--- config.mk ---
export PLATFORM = sky130hd
export DESIGN_NAME = fifo_prog
export DESIGN_NICKNAME = d
export VERILOG_FILES = /design/src/rtl/fifo_prog.sv
export SDC_FILE = /design/constraint.sdc
export NUM_CORES = 1
export LEC_CHECK = 0
export ABC_AREA = 1
export CAP_MARGIN = 15
export CORE_ASPECT_RATIO = 1.1
export CORE_UTILIZATION = 50
export CTS_CLUSTER_DIAMETER = 40
export DETAILED_ROUTE_END_ITERATION = 16
export HOLD_SLACK_MARGIN = 0.1
export PLACE_DENSITY_LB_ADDON = 0.25
export SLEW_MARGIN = 10
export SYNTH_ARGS = -nofsm -noshare
export SYNTH_HDL_FRONTEND = slang
export SYNTH_SLANG_ARGS = --single-unit
--- constraint.sdc ---
create_clock -name clk -period 3 [get_ports clk]
set_input_delay 0.75 -clock clk [delete_from_list [all_inputs] [get_ports clk]]
set_output_delay 0.75 -clock clk [all_outputs]
set_load 0.02 [all_outputs]
--- src/rtl/fifo_prog.sv ---
// Single-clock FIFO with arbitrary depth, standard or first-word-fall-through read,
// programmable almost-full/almost-empty thresholds, synchronous flush and occupancy output.
module fifo_prog #(
    parameter int unsigned FIFO_WIDTH = 16,
    parameter int unsigned FIFO_DEPTH = 8,
    parameter int unsigned FWFT       = 0,
    localparam int unsigned CNT_W     = $clog2(FIFO_DEPTH + 1)
) (
    input  logic                  clk,
    input  logic                  rst_n,
    input  logic                  flush,
    input  logic                  wr_en,
    input  logic [FIFO_WIDTH-1:0] data_in,
    input  logic                  rd_en,
    input  logic [CNT_W-1:0]      af_thresh,
    input  logic [CNT_W-1:0]      ae_thresh,
    output logic [FIFO_WIDTH-1:0] data_out,
    output logic                  valid,
    output logic                  wr_ack,
    output logic                  overflow,
    output logic                  underflow,
    output logic                  full,
    output logic                  empty,
    output logic                  almostfull,
    output logic                  almostempty,
    output logic [CNT_W-1:0]      count
);

    localparam int unsigned      PTR_W     = $clog2(FIFO_DEPTH);
    localparam logic [PTR_W-1:0] LAST_PTR  = PTR_W'(FIFO_DEPTH - 1);
    localparam logic [CNT_W-1:0] DEPTH_CNT = CNT_W'(FIFO_DEPTH);

    logic [FIFO_WIDTH-1:0] mem [FIFO_DEPTH];

    logic [PTR_W-1:0] wr_ptr_q, wr_ptr_d;
    logic [PTR_W-1:0] rd_ptr_q, rd_ptr_d;
    logic [CNT_W-1:0] count_q, count_d;
    logic             wr_ack_q, wr_ack_d;
    logic             overflow_q, overflow_d;
    logic             underflow_q, underflow_d;
    logic             wr_ok, rd_ok;

    assign full        = (count_q == DEPTH_CNT);
    assign empty       = (count_q == '0);
    assign almostfull  = (count_q >= af_thresh);
    assign almostempty = (count_q <= ae_thresh);
    assign count       = count_q;
    assign wr_ack      = wr_ack_q;
    assign overflow    = overflow_q;
    assign underflow   = underflow_q;

    // Flush masks both requests, so it also suppresses the error pulses.
    assign rd_ok = !flush && rd_en && !empty;
    assign wr_ok = !flush && wr_en && (!full || rd_ok);

    always_comb begin
        wr_ptr_d    = wr_ptr_q;
        rd_ptr_d    = rd_ptr_q;
        count_d     = count_q;
        wr_ack_d    = 1'b0;
        overflow_d  = 1'b0;
        underflow_d = 1'b0;
        if (flush) begin
            wr_ptr_d = '0;
            rd_ptr_d = '0;
            count_d  = '0;
        end else begin
            if (wr_ok) begin
                wr_ptr_d = (wr_ptr_q == LAST_PTR) ? '0 : wr_ptr_q + 1'b1;
            end
            if (rd_ok) begin
                rd_ptr_d = (rd_ptr_q == LAST_PTR) ? '0 : rd_ptr_q + 1'b1;
            end
            count_d     = count_q + CNT_W'(wr_ok) - CNT_W'(rd_ok);
            wr_ack_d    = wr_ok;
            overflow_d  = wr_en && !wr_ok;
            underflow_d = rd_en && !rd_ok;
        end
    end

    always_ff @(posedge clk or negedge rst_n) begin
        if (!rst_n) begin
            wr_ptr_q    <= '0;
            rd_ptr_q    <= '0;
            count_q     <= '0;
            wr_ack_q    <= 1'b0;
            overflow_q  <= 1'b0;
            underflow_q <= 1'b0;
        end else begin
            wr_ptr_q    <= wr_ptr_d;
            rd_ptr_q    <= rd_ptr_d;
            count_q     <= count_d;
            wr_ack_q    <= wr_ack_d;
            overflow_q  <= overflow_d;
            underflow_q <= underflow_d;
        end
    end

    always_ff @(posedge clk) begin
        if (wr_ok) begin
            mem[wr_ptr_q] <= data_in;
        end
    end

    if (FWFT != 0) begin : g_fwft
        // Gate the head word while empty so the output is a defined zero after reset.
        assign valid    = !empty;
        assign data_out = empty ? '0 : mem[rd_ptr_q];
    end else begin : g_std
        logic [FIFO_WIDTH-1:0] data_out_q;
        logic                  valid_q;

        always_ff @(posedge clk or negedge rst_n) begin
            if (!rst_n) begin
                data_out_q <= '0;
                valid_q    <= 1'b0;
            end else if (rd_ok) begin
                data_out_q <= mem[rd_ptr_q];
                valid_q    <= 1'b1;
            end else begin
                valid_q    <= 1'b0;
            end
        end

        assign valid    = valid_q;
        assign data_out = data_out_q;
    end

endmodule

Yosys cells after proc, flatten, opt, wreduce, memory -nomap -nowiden --
Memories as Yosys holds them, arrays and structs flattened. A register that Yosys moved wholly into a read port is not among the register bits. Cells that the tools add are included.
Storage, ports and cells: flip-flop bits (word level) 14, RAM bits 128, logic and storage cells 46, memories kept 1
Memory list:
- mem | words 8, width 16, read ports 1, clocked after memory_dff 1, write ports 1, line 33 | logic [FIFO_WIDTH-1:0] mem [FIFO_DEPTH];
Cells by class: $add $sub $neg 4, order comparisons 2, eq/ne operators 3, muxes and demuxes 13, reductions and logical operators 16
Operators with widths (number):
- 3-bit two-way mux | 6
- 3-bit by 1-bit adder with 3-bit output (second input constant) | 2
- 3-bit == test (second input constant) | 2
- 1-bit logical AND | 6
- 1-bit logical NOT | 6
- 1-bit two-way mux | 6
- 4-bit by 1-bit adder with 4-bit output | 1
- 4-bit == test (second input constant) | 1
- 4-bit greater-or-equal comparator | 1
- 4-bit <= comparator | 1
- 4-bit logical NOT | 1
- 4-bit two-way mux | 1
- 2-bit nonzero test | 2
- 4-bit by 1-bit subtractor with 4-bit output | 1
- 1-bit logical OR | 1

Longest topological paths before layout --
depth after elaboration 8, depth in mapped cells 15, depth with buffers taken out 15

Least setup slack after synthesis --
OpenSTA, ideal clock, no wires.
path type input to register, start in flush, end mem mem[2][0] (enable), arrival time 2.421 ns, setup slack 0.170 ns, stages 8, buffers on the path 1, cell sequence inv_2 -> nand2_2 -> inv_2 -> nand2_4 -> nand2_4 -> nand2_4 -> buf_6 -> nor3_1
Between the ends: cells in the longest elaborated chain, start to end 7, elaborated cells between the ends (all ways) 8, those cells by class mux: 2; reduce/logical: 6
Ends and longest elaborated chain:
- start: declaration | line 11 | input logic flush,
- 1-bit logical NOT (*) | line 53, 54
- 1-bit logical AND (2 in series) | line 53 | assign rd_ok = !flush && rd_en && !empty;
- 1-bit logical OR | line 54 | assign wr_ok = !flush && wr_en && (!full || rd_ok);
- 1-bit logical AND (*) | line 54
- 1-bit two-way mux (*) | line 100 | if (wr_ok) begin
- 1-bit two-way mux (not written as such) (*) | line 101 | mem[wr_ptr_q] <= data_in;
- end: declaration | line 33
Mark *: on every way between the ends. The rest lies on a longest branch, timed or not.

Worst setup path after layout --
start in ae_thresh[3], end out almostempty
Between the ends: cells in the longest elaborated chain, start to end 1
Ends and longest elaborated chain:
- start: declaration | line 16 | input logic [CNT_W-1:0] ae_thresh,
- 4-bit <= comparator | line 46 | assign almostempty = (count_q <= ae_thresh);
- end: declaration | line 25 | output logic almostempty,
No other way between the ends.

==> metrics.txt <==
share of the clock period used by the worst path after layout 97.4%; setup slack of the most critical reg-to-reg path 760 ps; growth of design area from synthesis to finish 21.9%; Die X-Extent 115 um; global route overflow 0; share of the yosys chip area belonging to registers 65.7%; R2R cell count 12; filler cell count in the final layout 1083; worst endpoint required time 2250 ps; unrepaired setup endpoints after global routing false; outcome completed; total standard cell area after synthesis 0.00699 mm^2; vias per inst 5.08; Peak VDD IR 0.440 mV; startpoint-to-endpoint class of the critical path primary input to primary output; summed area of non-filler cells in the final layout 0.00852 mm^2; crit path from ae_thresh[3]; Final Max Tran Viols 0; number of iterations in the first detailed-routing pass 5; Die Footprint 0.0145 mm^2; share of layout cells above drive strength 1 10.2%; antenna violations before repair 0; Max Fclk 342 MHz; max_slew headroom 52.1%; Total Wirelength 15.3 mm; number of buffers between clock root and the deepest sink 2; final setup violating endpoints 0; detailed-route wire length per cell 16.1 um; number of global-route vias before repair 4734; proportion of netlist area held by the largest area contributor 55.0%; number of buffers inserted by hold repair at cts 0; Vert. Die Dim 126 um; starting density of the core 52.0%; count of flip-flops with a built-in enable after synthesis 128; synthesized netlist net count 726; reported max-cap violation count 0; type of element capturing the critical path primary output; number of inserted diodes 0; number of clock buffers inserted by TritonCTS 17; global router's overall resource usage 22.8%; sum of internal, switching and leakage power 0.00701 W; row count 44; TritonCTS clock tree built; r2r startpoint count[2]; Worst R2R End count[2]; worst slew pin tran 718 ps; number of flip-flops and latches in the synthesized netlist 158; pin count of the biggest net entering global routing 67; time the final worst path needs with I/O delays and setup 2920 ps; mean instance size in the synthesized netlist 10.3 um^2; DR DRC count 0; residual antenna-violating net count after detailed routing 0; leading cell type in the layout, fill and taps excluded sky130_fd_sc_hd__nand2_1; ys flop type sky130_fd_sc_hd__edfxtp_1; Synth Warn # 0; placed wire-length estimate 9.20 mm; maximum clock skew at final layout 6.52 ps; area inside the core boundary 0.0134 mm^2; Tightest Hold Check Type flop to flop; most area-consuming cells after synthesis sky130_fd_sc_hd__edfxtp_1 55%, sky130_fd_sc_hd__nand2_1 11%, sky130_fd_sc_hd__dfrtp_1 11%; clock latency on the worst-skew pair 430 ps; root buf cell sky130_fd_sc_hd__clkbuf_16; layout net count 799; CTS Sinks 158; placed inst area 0.00790 mm^2; level count of the clock H-tree 4; most area-hungry cell type in the Yosys netlist sky130_fd_sc_hd__edfxtp_1; count of final hold-check violations 0; Leak Pwr 3.78 nW; routed via count 4824; Startpoint Class primary input; number of different library cells in the post-synthesis netlist 29; highest fanout seen on the critical path 2; global-route wire length before repair 24.2 mm; synthesized instance count 679; Seq. cell area 0.00460 mm^2; Reg clk slew, reported paths 60 ps; Final GP Congestion 0.784; fraction of registers with async set or reset after synthesis 19.0%; count of buffers inserted at the top-level ports 56; DRT iter0 DRCs 307; PD cells 823 mW/mm^2; number of top-level pins 57; Worst Path Arrival 2170 ps; most used cells in the layout excluding fill and tap cells 210 x sky130_fd_sc_hd__nand2_1, 128 x sky130_fd_sc_hd__edfxtp_1, 120 x sky130_fd_sc_hd__inv_1, 99 x sky130_fd_sc_hd__nand3_1, 54 x sky130_fd_sc_hd__clkdlybuf4s50_1; multi-input logic area 0.00181 mm^2; Post-CTS Setup Inserts 0; CP endpoint almostempty
## through the flow
| step | worst slack, ps | instances | TNS [ps] | hold slack (ps) | utilization, % |
|---|---|---|---|---|---|
| CTS | 42.6 | 949 | 0 | 485 | 63.4 |
| global placement | -207 | 917 | -334 | 464 | 58.8 |
| finish | 77.3 | 949 | 0 | 480 | 63.4 |
| floorplan | 170 | 679 | 0 | 454 | - |
| detailed placement | -223 | 917 | -399 | 467 | 58.8 |
| global route | 5.74 | 949 | 0 | 509 | 63.4 |
## synthesized netlist by cell type (2+ instances only)
| cell | instances |
|---|---|
| sky130_fd_sc_hd__buf_2 | 19 |
| sky130_fd_sc_hd__nand2_1 | 210 |
| sky130_fd_sc_hd__nand2_2 | 2 |
| sky130_fd_sc_hd__ha_1 | 17 |
| sky130_fd_sc_hd__nor2_1 | 9 |
| sky130_fd_sc_hd__clkbuf_1 | 4 |
| sky130_fd_sc_hd__o21ai_1 | 2 |
| sky130_fd_sc_hd__nand4_1 | 3 |
| sky130_fd_sc_hd__inv_1 | 120 |
| sky130_fd_sc_hd__a21oi_1 | 4 |
| sky130_fd_sc_hd__dfrtp_1 | 30 |
| sky130_fd_sc_hd__o21ai_0 | 2 |
| sky130_fd_sc_hd__buf_1 | 2 |
| sky130_fd_sc_hd__nor3_1 | 9 |
| sky130_fd_sc_hd__inv_2 | 2 |
| sky130_fd_sc_hd__buf_6 | 3 |
| sky130_fd_sc_hd__nand3_2 | 2 |
| sky130_fd_sc_hd__nand3_1 | 99 |
| sky130_fd_sc_hd__edfxtp_1 | 128 |
| sky130_fd_sc_hd__nand2_4 | 3 |
## registers in the layout, indices dropped and copies added (netlist names)
signal and cells:
data_out 16, wr_ack 1, wr_ptr_q 3, underflow 1
mem 128, valid 1, rd_ptr_q 3, overflow 1
count 4
## power breakdown
group	leakage, nW	internal (W)	switching, W
Sequential	1.54	0.00259	0.000149
Combinational	1.94	0.000807	0.00131
Clock	0.305	0.00132	0.000833
Total	3.78	0.00472	0.00229
## layout make-up
class                      instances  area share [%]
sequential                       158            54.0
multi-input combinational        369            21.3
timing repair buffer              83            9.40
clock buffer                      25            6.71
inverter                         123            5.42
tap                              184            2.70
clock inverter                     7           0.499
## cell families (layout without fill, tap and decap cells)
family / Yosys count / after routing / synth area share [%]
AND/OR/NAND/NOR: 340 / 340 / 21.1
flip-flops: 158 / 158 / 65.7
buffers and inverters: 152 / 238 / 8.88
adder cells (fa/ha/maj): 18 / 18 / 3.33
AO/OA/AOI/OAI: 10 / 10 / 0.859
XOR/XNOR: 1 / 1 / 0.125
## worst min path at each step
stage | from | to | slack, ps | cells past startpoint
6_report | data_out[0] | data_out[0] | 480 | 2
5_1_grt | data_out[8] | data_out[8] | 510 | 2
4_1_cts | data_out[7] | data_out[7] | 480 | 2
3_5_place_dp | data_out[10] | data_out[10] | 470 | 2
3_3_place_gp | data_out[0] | data_out[0] | 460 | 2
2_1_floorplan | rst_n | count[0] | 450 | 0
## per-layer routing
| layer | track usage, % | up-vias | part of all wire (%) | wire [um] |
|---|---|---|---|---|
| met1 | 27.4 | 2300 | 40 | 6100 |
| met2 | 39.7 | 170 | 52 | 7900 |
| li1 | - | 2328 | - | - |
| met4 | 8.94 | 0 | 2.0 | 305 |
| met5 | 0 | - | 0 | 0 |
| met3 | 5.15 | 26 | 6.5 | 995 |
## critical path, stage by stage
cell and delay [ps]:
sky130_fd_sc_hd__clkdlybuf4s50_1 470, sky130_fd_sc_hd__inv_1 50, sky130_fd_sc_hd__ha_1 300, sky130_fd_sc_hd__a21oi_1 120, sky130_fd_sc_hd__o21ai_0 90, sky130_fd_sc_hd__o21ai_0 70, sky130_fd_sc_hd__clkdlybuf4s15_1 320
## what timing repair did
action	CTS	global route
endpoints found under the hold margin	0	0
pin swaps	0	0
setup endpoints to repair	2	2
resized for setup	2	2
Note: power is estimated with default switching activity, not from simulation.
